`src/rtl/alu_muldiv_seq_pkg.sv`:
```
// Shared encodings for the sequential RV32M multiply/divide unit: funct3 op codes,
// FSM states and the operand-signedness helpers used at request accept.
package alu_muldiv_seq_pkg;

  localparam logic [2:0] kMD_OP_MUL    = 3'd0;
  localparam logic [2:0] kMD_OP_MULH   = 3'd1;
  localparam logic [2:0] kMD_OP_MULHSU = 3'd2;
  localparam logic [2:0] kMD_OP_MULHU  = 3'd3;
  localparam logic [2:0] kMD_OP_DIV    = 3'd4;
  localparam logic [2:0] kMD_OP_DIVU   = 3'd5;
  localparam logic [2:0] kMD_OP_REM    = 3'd6;
  localparam logic [2:0] kMD_OP_REMU   = 3'd7;

  typedef enum logic [1:0] {
    kMD_ST_IDLE  = 2'd0,
    kMD_ST_CALC  = 2'd1,
    kMD_ST_FIXUP = 2'd2,
    kMD_ST_DONE  = 2'd3
  } md_state_e;

  function automatic logic op_a_signed(input logic [2:0] op);
    return (op == kMD_OP_MULH) || (op == kMD_OP_MULHSU) ||
           (op == kMD_OP_DIV)  || (op == kMD_OP_REM);
  endfunction

  function automatic logic op_b_signed(input logic [2:0] op);
    return (op == kMD_OP_MULH) || (op == kMD_OP_DIV) || (op == kMD_OP_REM);
  endfunction

endpackage

```
`src/rtl/alu_muldiv_seq_divstep.sv`:
```
// One combinational restoring-division step: shift the next dividend bit into the
// partial remainder and subtract the divisor if it fits.
module md_divstep #(
  parameter int XLEN = 32
) (
  input  logic [XLEN:0]   rem_i,
  input  logic [XLEN-1:0] div_i,
  input  logic            bit_i,
  output logic [XLEN:0]   rem_o,
  output logic            q_o
);

  logic [XLEN+1:0] shifted;
  logic [XLEN+1:0] trial;

  // The partial remainder stays below the divisor, so XLEN+2 bits never wrap.
  always_comb begin
    shifted = {rem_i, bit_i};
    trial   = shifted - {2'b00, div_i};
    q_o     = ~trial[XLEN+1];
    rem_o   = q_o ? trial[XLEN:0] : shifted[XLEN:0];
  end

endmodule

```
`src/rtl/alu_muldiv_seq.sv`:
```
// Iterative RV32M multiply/divide unit: shift-add multiply and restoring divide on
// operand magnitudes, one bit per cycle, with sign fixup and valid/ready handshakes.
module alu_muldiv_seq
  import alu_muldiv_seq_pkg::*;
#(
  parameter int XLEN = 32
) (
  input  logic            clk_i,
  input  logic            rst_ni,
  input  logic            flush_i,
  input  logic            valid_i,
  output logic            ready_o,
  input  logic [2:0]      op_i,
  input  logic [XLEN-1:0] a_i,
  input  logic [XLEN-1:0] b_i,
  output logic            valid_o,
  input  logic            ready_i,
  output logic [XLEN-1:0] result_o
);

  localparam int CW = $clog2(XLEN);
  localparam logic [XLEN-1:0] kMostNeg = {1'b1, {(XLEN-1){1'b0}}};

  md_state_e         state_q, state_d;
  logic [2:0]        op_q, op_d;
  logic [CW-1:0]     cnt_q, cnt_d;
  logic [XLEN-1:0]   opb_q, opb_d;
  logic [2*XLEN-1:0] prod_q, prod_d;
  logic [XLEN:0]     rem_q, rem_d;
  logic              neg_q, neg_d;
  logic [XLEN-1:0]   result_q, result_d;

  logic              accept;
  logic              sa, sb;
  logic [XLEN-1:0]   a_mag, b_mag;
  logic [XLEN:0]     mul_sum;
  logic [XLEN:0]     step_rem;
  logic              q_bit;
  logic [2*XLEN-1:0] prod_fix;
  logic [XLEN-1:0]   quo_fix, rem_fix;

  assign ready_o  = rst_ni && (state_q == kMD_ST_IDLE);
  assign valid_o  = rst_ni && (state_q == kMD_ST_DONE);
  assign result_o = valid_o ? result_q : '0;
  assign accept   = valid_i && ready_o;

  // For the multiply the low half of prod_q holds the multiplier and opb_q the
  // multiplicand; for the divide they hold the dividend/quotient and the divisor.
  md_divstep #(.XLEN(XLEN)) u_divstep (
    .rem_i (rem_q),
    .div_i (opb_q),
    .bit_i (prod_q[XLEN-1]),
    .rem_o (step_rem),
    .q_o   (q_bit)
  );

  always_comb begin
    sa       = op_a_signed(op_i) && a_i[XLEN-1];
    sb       = op_b_signed(op_i) && b_i[XLEN-1];
    a_mag    = sa ? -a_i : a_i;
    b_mag    = sb ? -b_i : b_i;
    mul_sum  = {1'b0, prod_q[2*XLEN-1:XLEN]} + (prod_q[0] ? {1'b0, opb_q} : '0);
    prod_fix = neg_q ? -prod_q : prod_q;
    quo_fix  = neg_q ? -prod_q[XLEN-1:0] : prod_q[XLEN-1:0];
    rem_fix  = neg_q ? -rem_q[XLEN-1:0] : rem_q[XLEN-1:0];
  end

  always_comb begin
    state_d  = state_q;
    op_d     = op_q;
    cnt_d    = cnt_q;
    opb_d    = opb_q;
    prod_d   = prod_q;
    rem_d    = rem_q;
    neg_d    = neg_q;
    result_d = result_q;
    case (state_q)
      kMD_ST_IDLE: begin
        if (accept) begin
          op_d    = op_i;
          cnt_d   = CW'(XLEN - 1);
          opb_d   = b_mag;
          prod_d  = {{XLEN{1'b0}}, a_mag};
          rem_d   = '0;
          neg_d   = (op_i[2] && op_i[1]) ? sa : (sa ^ sb);
          state_d = kMD_ST_CALC;
          if (op_i[2] && (b_i == '0)) begin
            result_d = op_i[1] ? a_i : '1;
            state_d  = kMD_ST_DONE;
          end else if (op_i[2] && !op_i[0] && (a_i == kMostNeg) && (b_i == '1)) begin
            result_d = op_i[1] ? '0 : a_i;
            state_d  = kMD_ST_DONE;
          end
        end
      end
      kMD_ST_CALC: begin
        if (op_q[2]) begin
          prod_d = {prod_q[2*XLEN-1:XLEN], prod_q[XLEN-2:0], q_bit};
          rem_d  = step_rem;
        end else begin
          prod_d = {mul_sum, prod_q[XLEN-1:1]};
        end
        cnt_d = cnt_q - CW'(1);
        if (cnt_q == '0) state_d = kMD_ST_FIXUP;
      end
      kMD_ST_FIXUP: begin
        case (op_q)
          kMD_OP_MUL:                            result_d = prod_fix[XLEN-1:0];
          kMD_OP_MULH, kMD_OP_MULHSU, kMD_OP_MULHU: result_d = prod_fix[2*XLEN-1:XLEN];
          kMD_OP_DIV, kMD_OP_DIVU:               result_d = quo_fix;
          kMD_OP_REM, kMD_OP_REMU:               result_d = rem_fix;
          default:                               result_d = result_q;
        endcase
        state_d = kMD_ST_DONE;
      end
      kMD_ST_DONE: begin
        if (ready_i) state_d = kMD_ST_IDLE;
      end
      default: state_d = kMD_ST_IDLE;
    endcase
    // A flush kills any in-flight op and also drops a request arriving with it.
    if (flush_i) state_d = kMD_ST_IDLE;
  end

  always_ff @(posedge clk_i) begin
    if (!rst_ni) begin
      state_q  <= kMD_ST_IDLE;
      op_q     <= '0;
      cnt_q    <= '0;
      opb_q    <= '0;
      prod_q   <= '0;
      rem_q    <= '0;
      neg_q    <= 1'b0;
      result_q <= '0;
    end else begin
      state_q  <= state_d;
      op_q     <= op_d;
      cnt_q    <= cnt_d;
      opb_q    <= opb_d;
      prod_q   <= prod_d;
      rem_q    <= rem_d;
      neg_q    <= neg_d;
      result_q <= result_d;
    end
  end

endmodule

```
`config.mk`:
```
export PLATFORM = sky130hd
export DESIGN_NAME = alu_muldiv_seq
export DESIGN_NICKNAME = d
export VERILOG_FILES = /design/src/rtl/alu_muldiv_seq_pkg.sv /design/src/rtl/alu_muldiv_seq_divstep.sv /design/src/rtl/alu_muldiv_seq.sv
export SDC_FILE = /design/constraint.sdc
export NUM_CORES = 1
export LEC_CHECK = 0
export CORE_MARGIN = 5
export CORE_UTILIZATION = 50
export DETAILED_ROUTE_END_ITERATION = 10
export MAX_ROUTING_LAYER = met4
export PLACE_DENSITY = 0.69
export RECOVER_POWER = 25
export SLEW_MARGIN = 25
export SYNTH_ARGS = -nofsm -noshare
export SYNTH_HDL_FRONTEND = slang
export SYNTH_SLANG_ARGS = --single-unit
```
`constraint.sdc`:
```
create_clock -name clk_i -period 5.41 [get_ports clk_i]
set_clock_uncertainty 0.05 [all_clocks]
set_input_delay 0.8115 -clock clk_i [delete_from_list [all_inputs] [get_ports clk_i]]
set_output_delay 0.8115 -clock clk_i [all_outputs]
set_load 0.005 [all_outputs]
```
==> qor.yml <==
route:
  wire_per_inst_um: 23.3
  via_per_inst: 6.53
  drcViolationCount: 0
  drt_iter0_drc: 1911
  wirelength_um: 59500
  first_pass_iters: 6
  via_count: 16700
  ant_nets: 0
floorplan:
  core_area_mm2: 0.0316
  die_w_um: 189
  io_pins: 106
  dieArea_mm2: 0.0357
  placementRows: 65
  die_h_um: 189
  start_util_pct: 50.7
status:
  outcome: "finished with violations"
  violations: "max-capacitance violations, max-slew violations"
yosys:
  synth_nets: 2297
  ys_ff_latch: 172
  syn_area_mm2: 0.0160
  yosysWarnings: 0
  synth_edf_count: 0
  synth.distinct_cells: 99
  synth_flop_cell: "dfxtp_1"
  yosysSeqAreaShare_pct: 21.5
  async_flop_share_pct: 0
  syn_inst: 2147
  synth_area_per_cell_um2: 7.45
flow_run:
  drv_cap: 1
global_routing:
  grt.total_usage_pct: 33.3
  grt_overflow: 0
  grt_max_degree: 89
  grt_pass1_wl_um: 91100
  antenna_found_initial: 3
  grt_pass1_vias: 15300
placed_design:
  portBuffers: 105
  hpwl_um: 46000
  place_area_mm2: 0.0169
  place_congestion: 1.02
cells_and_area:
  final_cell_mix: "nand2_1 (217), o21ai_0 (184), dfxtp_1 (170)"
  layout_commonest_cell: "nand2_1"
  nets: 2288
  post-route-util_pct: 55.7
  drive_above_1_share_pct: 4.74
  syn2layout_area_growth_pct: 9.83
  stdcell_area_mm2: 0.0176
setup_path:
  reg2regPathDepth: 9
  cp_max_fo: 70
  critPathKind: "input port to register"
  arrival_ns: 4.48
  cp-end-kind: "register"
  cp_data_required_time_ns: 5.67
  cp-start-kind: "input port"
pwr:
  leakagePower_nw: 6.75
  ir_drop_v: 0.000243
  p_per_area_mw_per_mm2: 212
clocking:
  cts_root_buffer: "clkbuf_16"
  cts_max_level: 4
  clock_sinks: 172
  cts_buffer_depth: 2
  clk_latency_ns: 0.46
  cts_setup_buffers: 0
  cts_tree: "built"
  clk_pin_slew_ns: 0.07
  cts_made_buffers: 17
  ctsHoldBuffers: 0
  ctsResizeCount: 0
worst_hold_path:
  hold_class: "register to register"
  hold_depth: 2
sta:
  min_period_ns: 4.21
  worstMarginPinSlew_ns: 1.58
  fmax_mhz: 237
  tns_ns: 0
  maxSlewHeadroom_pct: -5.10
  setup_viol: 0
  fin_crit_sh_pct: 77.9
  drv_slew: 35
  rsz0062_at_grt: "false"
  finalHoldViolations: 0
==> cell usage after synthesis (12+ instances only) <==
master    number  area (um2)
a21o_1        24         180
and3_1        39         244
o31ai_1       45         338
xor2_1        77         674
nand2_1      217         815
mux2i_1       64         641
dfxtp_1      172        3440
o41ai_1       15         131
nor3_1        59         295
nand2b_1      14        87.6
nor2_1       159         597
a32oi_1       15         131
o221ai_1      19         166
ha_1          76         951
o211ai_1      34         255
o22ai_1       17         106
a21oi_1      139         696
a22oi_1       13        97.6
nand3_1       87         435
a211oi_1      12        90.1
or4_1         13        97.6
inv_1         80         300
nand4_1       26         163
and2_1        12        75.1
xnor2_1       99         867
clkbuf_1     108         405
nor4_1        14        87.6
clkbuf_8      12         165
o21ai_0      184         921
maj3_1        28         280
a31oi_1       17         106
or3_1         23         144
==> critical path, cell delays in order <==
cell,delay [ns]
clkdlybuf4s50_1,0.49
nand3_1,0.11
buf_4,0.32
o21ai_0,0.15
clkbuf_1,1.16
nand2_1,0.89
a32oi_1,0.40
a21oi_1,0.10
==> stage by stage <==
step	hold slack, ns	worst slack, ns	cells	power, mW
after floorplan	0.367	2.12	2147	2.02
after global placement	0.378	1.11	2521	2.32
after detailed placement	0.393	1.07	2521	2.33
after CTS	0.405	1.53	2553	3.73
after global routing	0.428	1.01	2554	3.86
final	0.406	1.20	2554	3.73
==> layer usage <==
| metal | GRT usage [%] | vias up | wire [um] |
|---|---|---|---|
| met3 | 5.31 | 158 | 4890 |
| met1 | 42.5 | 7883 | 24900 |
| li1 | - | 7869 | - |
| met5 | - | - | 0 |
| met2 | 50.4 | 780 | 26000 |
| met4 | 18.7 | 0 | 3800 |
==> kinds of logic (layout without fill, tap and decap cells) <==
kind of cell             Yosys count  in the layout  synth area share, %
adder cells (fa/ha/maj)          106            106                 7.94
flip-flops                       172            172                 21.5
multiplexers                      66             66                 4.14
AO/OA/AOI/OAI                    644            644                 26.1
buffers and inverters            235            239                 6.93
AND/OR/NAND/NOR                  748            748                 23.7
other                              0              1                    0
XOR/XNOR                         176            176                 9.63
==> final timing paths <==
check                                              start                  endpoint  slack, ns
worst max-delay path                             valid_i   prod_q[45]$_SDFFE_PN0P_       1.20
worst min-delay path            result_q[7]$_SDFFE_PN0P_  result_q[7]$_SDFFE_PN0P_       0.41
worst max register to register   state_q[0]$_SDFFE_PP0P_   prod_q[45]$_SDFFE_PN0P_       1.24
worst min register to register  result_q[7]$_SDFFE_PN0P_  result_q[7]$_SDFFE_PN0P_       0.41
==> state kept, by name, summed over array words and instances, names as in the netlist <==
register,cells
cnt_q,5
neg_q,1
op_q,3
opb_q,32
prod_q,64
rem_q,33
result_q,32
state_q,2
==> cell type report <==
cell class / count / area, um2
inverters: 81 / 304
fillers: 3018 / 14000
diodes: 1 / 2.50
flip-flops and latches: 172 / 3450
clock buffers: 22 / 464
multi-input cells: 1740 / 11500
clock inverters: 10 / 186
well taps: 402 / 503
repair buffers: 126 / 1200
==> power breakdown <==
| part | internal [mW] | switching [mW] | total (mW) |
|---|---|---|---|
| Combinational | 0.338 | 0.618 | 0.955 |
| Clock | 0.845 | 0.558 | 1.40 |
| Sequential | 1.31 | 0.0620 | 1.37 |
Note: power is estimated with default switching activity, not from simulation.
